### config.mk
export PLATFORM = sky130hd
export DESIGN_NAME = pwm_drive_sequencer
export DESIGN_NICKNAME = d
export VERILOG_FILES = /design/src/rtl/drive_pkg.sv /design/src/rtl/pwm_timebase.sv /design/src/rtl/pwm_drive_sequencer.sv
export SDC_FILE = /design/constraint.sdc
export NUM_CORES = 1
export LEC_CHECK = 0
export BUFFER_PORTS_ARGS = -buffer_cell sky130_fd_sc_hd__buf_2
export CORE_MARGIN = 2
export CORE_UTILIZATION = 34
export CTS_BUF_LIST = sky130_fd_sc_hd__clkbuf_8
export CTS_CLUSTER_DIAMETER = 150
export CTS_CLUSTER_SIZE = 40
export DETAILED_ROUTE_END_ITERATION = 10
export GPL_TIMING_DRIVEN = 0
export SETUP_SLACK_MARGIN = 0.2
export SYNTH_ARGS = -nofsm -noshare
export SYNTH_HDL_FRONTEND = slang
export SYNTH_SLANG_ARGS = --single-unit
### constraint.sdc
create_clock -name Clk -period 6.7 [get_ports Clk]
set_input_delay 0 -clock Clk [delete_from_list [all_inputs] [get_ports Clk]]
set_output_delay 0 -clock Clk [all_outputs]
set_load 0.02 [all_outputs]
### src/rtl/drive_pkg.sv
// Shared types for the PWM drive sequencer: FSM states, side codes and duty width.
package drive_pkg;

   localparam int DUTY_W = 16;

   typedef enum logic [2:0] {
      IDLE,
      DEAD,
      RUN_L,
      RUN_R,
      FAULT
   } drive_state_e;

   localparam logic [1:0] SIDE_NONE = 2'b00;
   localparam logic [1:0] SIDE_L    = 2'b01;
   localparam logic [1:0] SIDE_R    = 2'b10;

endpackage

### src/rtl/pwm_timebase.sv
// PWM period counter: runs 0..PWM_PERIOD-1 while enabled, held at 0 otherwise.
module pwm_timebase
   import drive_pkg::*;
#(
   parameter int PWM_PERIOD = 7500
) (
   input  logic              Clk,
   input  logic              Rst_n,
   input  logic              Enable,
   output logic [DUTY_W-1:0] cnt,
   output logic              period_end
);

   localparam logic [DUTY_W-1:0] CNT_LAST = DUTY_W'(PWM_PERIOD - 1);
   localparam logic [DUTY_W-1:0] ONE      = DUTY_W'(1);

   assign period_end = Enable && (cnt == CNT_LAST);

   always_ff @(posedge Clk or negedge Rst_n) begin
      if (!Rst_n) begin
         cnt <= '0;
      end else if (!Enable || period_end) begin
         cnt <= '0;
      end else begin
         cnt <= cnt + ONE;
      end
   end

endmodule

### src/rtl/pwm_drive_sequencer.sv
// Mutually exclusive left/right PWM drive with dead time, period-aligned duty updates and watchdog.
// Build option MOTOR_SLEW_EN: limit applied-duty change to SLEW_STEP per PWM period.
//
// state | meaning
// IDLE  | drive disabled or just enabled, outputs low
// DEAD  | both outputs low between sides, counting dead periods
// RUN_L | left driver active, applied tracks left target
// RUN_R | right driver active, applied tracks right target
// FAULT | watchdog expired, outputs low until Enable drops
module pwm_drive_sequencer
   import drive_pkg::*;
#(
   parameter int PWM_PERIOD   = 7500,
   parameter int DUTY_MAX     = 7500,
   parameter int DEAD_PERIODS = 2,
   parameter int SLEW_STEP    = 500,
   parameter int WDOG_PERIODS = 50
) (
   input  logic              Clk,
   input  logic              Rst_n,
   input  logic              Enable,
   input  logic              Update,
   input  logic [DUTY_W-1:0] DutyL,
   input  logic [DUTY_W-1:0] DutyR,
   output logic              PwmL,
   output logic              PwmR,
   output logic [DUTY_W-1:0] AppliedDuty,
   output logic [1:0]        ActiveSide,
   output logic              Fault,
   output logic              PeriodEnd
);

   // Without slew limiting the step bound covers the whole duty range, so every move is a jump.
`ifdef MOTOR_SLEW_EN
   localparam int STEP_LIM = SLEW_STEP;
`else
   localparam int STEP_LIM = (SLEW_STEP > DUTY_MAX) ? SLEW_STEP : DUTY_MAX;
`endif

   localparam logic [DUTY_W-1:0] DUTY_LIM = DUTY_W'(DUTY_MAX);
   localparam logic [DUTY_W-1:0] STEP     = DUTY_W'(STEP_LIM);
   localparam logic [DUTY_W-1:0] DEAD_N   = DUTY_W'(DEAD_PERIODS);
   localparam logic [DUTY_W-1:0] WDOG_N   = DUTY_W'(WDOG_PERIODS);
   localparam logic [DUTY_W-1:0] ONE      = DUTY_W'(1);

   drive_state_e      state, state_nxt;
   logic [DUTY_W-1:0] cmd_l, cmd_r, target;
   logic [DUTY_W-1:0] applied, applied_nxt;
   logic [DUTY_W-1:0] dead_cnt, dead_cnt_nxt, dead_inc;
   logic [DUTY_W-1:0] wdog, wdog_nxt;
   logic [DUTY_W-1:0] cnt;
   logic [1:0]        req;
   logic              period_end, wdog_trip;
   logic              pwm_l, pwm_r;

   pwm_timebase #(
      .PWM_PERIOD (PWM_PERIOD)
   ) u_timebase (
      .Clk        (Clk),
      .Rst_n      (Rst_n),
      .Enable     (Enable),
      .cnt        (cnt),
      .period_end (period_end)
   );

   function automatic logic [DUTY_W-1:0] step_toward(input logic [DUTY_W-1:0] cur,
                                                     input logic [DUTY_W-1:0] tgt);
      if (cur < tgt) begin
         return ((tgt - cur) > STEP) ? cur + STEP : tgt;
      end
      return ((cur - tgt) > STEP) ? cur - STEP : tgt;
   endfunction

   always_ff @(posedge Clk or negedge Rst_n) begin
      if (!Rst_n) begin
         cmd_l <= '0;
         cmd_r <= '0;
      end else if (Update) begin
         cmd_l <= (DutyL > DUTY_LIM) ? DUTY_LIM : DutyL;
         cmd_r <= (DutyR > DUTY_LIM) ? DUTY_LIM : DutyR;
      end
   end

   always_comb begin
      req    = SIDE_NONE;
      target = '0;
      if (cmd_l > cmd_r) begin
         req    = SIDE_L;
         target = cmd_l;
      end else if (cmd_r > cmd_l) begin
         req    = SIDE_R;
         target = cmd_r;
      end
   end

   // Update wins over a coincident period end.
   always_comb begin
      wdog_nxt = wdog;
      if (state == IDLE) begin
         wdog_nxt = '0;
      end else if (Update) begin
         wdog_nxt = '0;
      end else if (period_end && (wdog < WDOG_N)) begin
         wdog_nxt = wdog + ONE;
      end
      wdog_trip = (state != IDLE) && (wdog_nxt >= WDOG_N);
   end

   always_comb begin
      state_nxt    = state;
      applied_nxt  = applied;
      dead_cnt_nxt = dead_cnt;
      dead_inc     = (dead_cnt < DEAD_N) ? dead_cnt + ONE : dead_cnt;
      if (!Enable) begin
         state_nxt    = IDLE;
         applied_nxt  = '0;
         dead_cnt_nxt = '0;
      end else if (wdog_trip) begin
         state_nxt    = FAULT;
         applied_nxt  = '0;
         dead_cnt_nxt = '0;
      end else if (period_end) begin
         case (state)
            IDLE: begin
               state_nxt    = DEAD;
               applied_nxt  = '0;
               dead_cnt_nxt = '0;
            end
            DEAD: begin
               applied_nxt  = '0;
               dead_cnt_nxt = dead_inc;
               if (dead_inc == DEAD_N) begin
                  if (req == SIDE_L) begin
                     state_nxt = RUN_L;
                  end else if (req == SIDE_R) begin
                     state_nxt = RUN_R;
                  end
               end
            end
            RUN_L, RUN_R: begin
               if ((state == RUN_L && req == SIDE_R) || (state == RUN_R && req == SIDE_L)) begin
                  if (applied == '0) begin
                     state_nxt    = DEAD;
                     dead_cnt_nxt = '0;
                  end else begin
                     applied_nxt = step_toward(applied, '0);
                  end
               end else begin
                  applied_nxt = step_toward(applied, target);
               end
            end
            FAULT: begin
               applied_nxt = '0;
            end
            default: begin
               state_nxt   = IDLE;
               applied_nxt = '0;
            end
         endcase
      end
   end

   always_ff @(posedge Clk or negedge Rst_n) begin
      if (!Rst_n) begin
         state    <= IDLE;
         applied  <= '0;
         dead_cnt <= '0;
         wdog     <= '0;
         pwm_l    <= 1'b0;
         pwm_r    <= 1'b0;
      end else begin
         state    <= state_nxt;
         applied  <= applied_nxt;
         dead_cnt <= dead_cnt_nxt;
         wdog     <= wdog_nxt;
         pwm_l    <= Enable && (state == RUN_L) && (cnt < applied);
         pwm_r    <= Enable && (state == RUN_R) && (cnt < applied);
      end
   end

   always_comb begin
      case (state)
         RUN_L:   ActiveSide = SIDE_L;
         RUN_R:   ActiveSide = SIDE_R;
         default: ActiveSide = SIDE_NONE;
      endcase
   end

   assign PwmL        = pwm_l;
   assign PwmR        = pwm_r;
   assign AppliedDuty = applied;
   assign Fault       = (state == FAULT);
   assign PeriodEnd   = period_end;

endmodule

==> out/results.txt <==
Top FF cell, synth = dfrtp_1
Worst Path Class, Setup = flip-flop to flip-flop
Worst VDD drop = 88.2 uV
DP HPWL = 17,000 um
FF+latch area = 2530 um^2
Mapped Nets = 1,016
Slowest stage delay, CP = 0.42 ns
Cell Rows = 55
Largest delay share family, worst path = compound AO/OA/AOI/OAI gates
Design area = 9000 um^2
Synth Area in XOR/XNOR = 0.0428
Routed Antenna Nets = 0
Simple-gate share of the synthesized area = 0.225
Final period demand of the worst path = 6.15 ns
Adder-cell share of the synthesized area = 0.112
Complex-gate fraction of the synthesized area = 0.235
Setup ws final = 0.553 ns
Slowest-stage cell, CP = dfrtp_1
Fillers = 2,314
RR Endpoint = AppliedDuty[4]
Hold EP = cmd_r[5]
Congestion Overflow GR = 0
Vias/cell = 5.46
RR Startpoint = cmd_r[15]
Die height = 155 um
Pin count of the biggest net entering global routing = 63
Diodes inserted = 0
Via Count = 7,127
Worst-path fanout max = 10
CTS Buffer Depth = 2
Total power = 1.71 mW
FMAX = 0.163 GHz
Final setup vio count = 0
Unrepaired setup endpoints after global routing = no
Cells after DPL = 1,254
Mapped cell area = 7780 um^2
CTS root buffer = clkbuf_8
Asr flop ratio synth = 1.00
Later-pin clock latency in the skew report = 0.40 ns
Mapped Cells = 911
Max Cap Viol = 0
Multiplexer share of the synthesized area = 0.00643
Vias in the first global route = 6,829
WL/cell = 17.0 um
Initial antenna violation count = 0
Hold Crit Start = DutyR[14]
Die extent in x = 155 um
Finished Core Util = 0.399
Worst-Margin Slew = 0.849 ns
Clock Pin Slew Worst Setup and Hold Paths = 0.11 ns
Critical Path, Cell by Cell = ha_1 > nand4_1 > nor3_1 > o21ai_0 > o21ai_1 > clkbuf_2 > buf_1 > nand3_1 > o21ai_0 > ha_1 > buf_2 > a21oi_1 > o21ai_0 > a221o_1 > or3_1 > a211o_1 > a311oi_2 > nor2_1 > buf_2 > nand2_1 > o221ai_1 > a221o_1
Clock sinks = 101
Clock skew = 0.0150 ns
Final Non-Filler Cells = 1,305
CP bufs+invs = 4
Final RePlAce weighted congestion = 0.893
Status = completed
Worst path most repeated cell = o21ai_0
Power Dens Cells = 190 nW/um^2
Hold path depth = 5
Max_slew headroom = 0.429
First-pass GRT wire length = 36,400 um
Seq/Total Area, Yosys = 0.325
CTS HTree Levels = 3
Area of the multi-input gates = 4830 um^2
Gr usage total = 0.188
Drt first pass iters = 5
Combinational family with the most area after synthesis = compound AO/OA/AOI/OAI gates
DRC viols = 0
Post-route fraction of the period consumed by the critical path = 0.917
Total wire length = 22,200 um
Final Slew Violations = 0
Area Overhead vs Synth = 15.7%
CP Data Required Time = 6.99 ns
HP Class = input pin to flip-flop
P_leak = 4.08 nW
Yosys warning count = 0
Setup Slack @ Placement = 0.276 ns
Synth Register Bits = 101
Number of flops mapped to enable cells by yosys = 0
Initial core utilization = 0.345
Number of port buffers = 57
Final Hold Viols = 0
Flop-to-flop setup slack = 0.55 ns
Worst r2r path cells = 22
Placed Area = 8460 um^2
Setup_tns = 0 ns
Distinct cells, synth = 80
Post-CTS Setup Bufs = 0
Syn_area_per_cell = 8.54 um^2
Worst EP arrival = 6.43 ns
Fin Hold WS = 0.119 ns
CTS tree = yes
Die ar. = 24,100 um^2
Nets@finish = 1,120
Critical Path Sink Type = flip-flop
Total CTS buffers = 9
Startpoint Class = flip-flop
Proportion of layout cells with a drive suffix above 1 = 0.113
Core ar. = 22,600 um^2
IO Count = 58
Initial DRC count = 584
[worst max-delay path by stage]
stage                    from               to  slack, ns  depth (start not counted)
finish              cmd_r[15]   AppliedDuty[4]       0.55                         22
global route         cmd_r[7]  AppliedDuty[10]       0.22                         22
CTS                 cmd_r[15]  AppliedDuty[12]       0.23                         23
detailed placement  cmd_r[15]  AppliedDuty[12]       0.28                         23
floorplan           cmd_r[15]  AppliedDuty[10]       1.51                         23
global placement    cmd_r[15]  AppliedDuty[10]       0.39                         23
[tightest hold or removal path: stages]
cell and delay, ns:
buf_2 0.07, or4b_2 0.16, a41oi_1 0.11, nand2_1 0.08, o21ai_0 0.06
[metal layers]
layer,up-vias,global-route usage,wire length (um),share of wire
met4,0,0.0415,286,0.013
met3,27,0.0354,1200,0.054
met1,3381,0.259,10500,0.47
met5,-,0,0,0
met2,187,0.308,10300,0.46
li1,3532,-,-,-
[repair_timing]
action | 4_1_cts | 5_1_grt
setup endpoints to repair | 0 | 16
hold buffers | 35 | 0
resized for setup | 0 | 13
endpoints found under the hold margin | 68 | 0
[cell usage after synthesis, drive strengths merged (11+ instances only)]
cell type / number / share of area
o22a: 16 / 0.018
a21oi: 60 / 0.039
o211ai: 11 / 0.011
clkbuf: 23 / 0.011
and3: 11 / 0.0095
nand3: 41 / 0.026
buf: 16 / 0.010
nor2b: 12 / 0.0096
nor3: 14 / 0.0090
nand4: 18 / 0.016
and2: 38 / 0.031
a31oi: 12 / 0.0096
ha: 68 / 0.11
nor4: 13 / 0.014
xor2: 14 / 0.016
xnor2: 24 / 0.027
nand2: 68 / 0.033
dfrtp: 101 / 0.32
a221o: 11 / 0.014
o21ai: 67 / 0.045
nor2: 67 / 0.033
inv: 67 / 0.032
a21o: 22 / 0.021
[layout make-up]
cell class | count | area share
tap | 285 | 0.0396
inverter | 68 | 0.0283
sequential | 101 | 0.281
clock inverter | 7 | 0.00764
clock buffer | 9 | 0.0138
buffer | 39 | 0.0190
multi-input combinational | 703 | 0.537
timing repair buffer | 93 | 0.0739
[cell families after synthesis]
logic type	Yosys count
buffers and inverters	107
XOR/XNOR	38
multiplexers	5
AO/OA/AOI/OAI	267
adder cells (fa/ha/maj)	69
flip-flops	101
AND/OR/NAND/NOR	324
[layout by cell type, fill, tap and decap left out, drive strengths merged, types with 5 or more instances in the layout]
| cell type | instances |
|---|---|
| ha | 68 |
| nor4 | 13 |
| buf | 74 |
| a21o | 22 |
| a221o | 11 |
| dfrtp | 101 |
| nand4 | 18 |
| nand3 | 41 |
| o21ai | 67 |
| o221ai | 6 |
| nand2 | 68 |
| nor2b | 12 |
| o22a | 16 |
| mux2i | 5 |
| a21oi | 60 |
| and4 | 5 |
| nor3 | 14 |
| o21a | 7 |
| and2 | 38 |
| clkbuf | 32 |
| o211ai | 11 |
| or3 | 9 |
| inv | 69 |
| clkinv | 5 |
| xor2 | 14 |
| dlygate4sd3 | 35 |
| and3 | 11 |
| a32o | 5 |
| or2 | 5 |
| a31oi | 12 |
| nor2 | 67 |
| xnor2 | 24 |
| nand2b | 9 |
[flip-flops by register name, indices dropped and copies added (netlist names)]
| name | flops |
|---|---|
| dead_cnt | 16 |
| PwmR | 1 |
| u_timebase.cnt | 16 |
| cmd_l | 16 |
| state | 3 |
| wdog | 16 |
| PwmL | 1 |
| AppliedDuty | 16 |
| cmd_r | 16 |
[power breakdown]
part | switching, mW | internal (mW)
clock | 0.249 | 0.144
combinational | 0.434 | 0.256
sequential | 0.0110 | 0.618
Power figures use the tool's default switching activity.
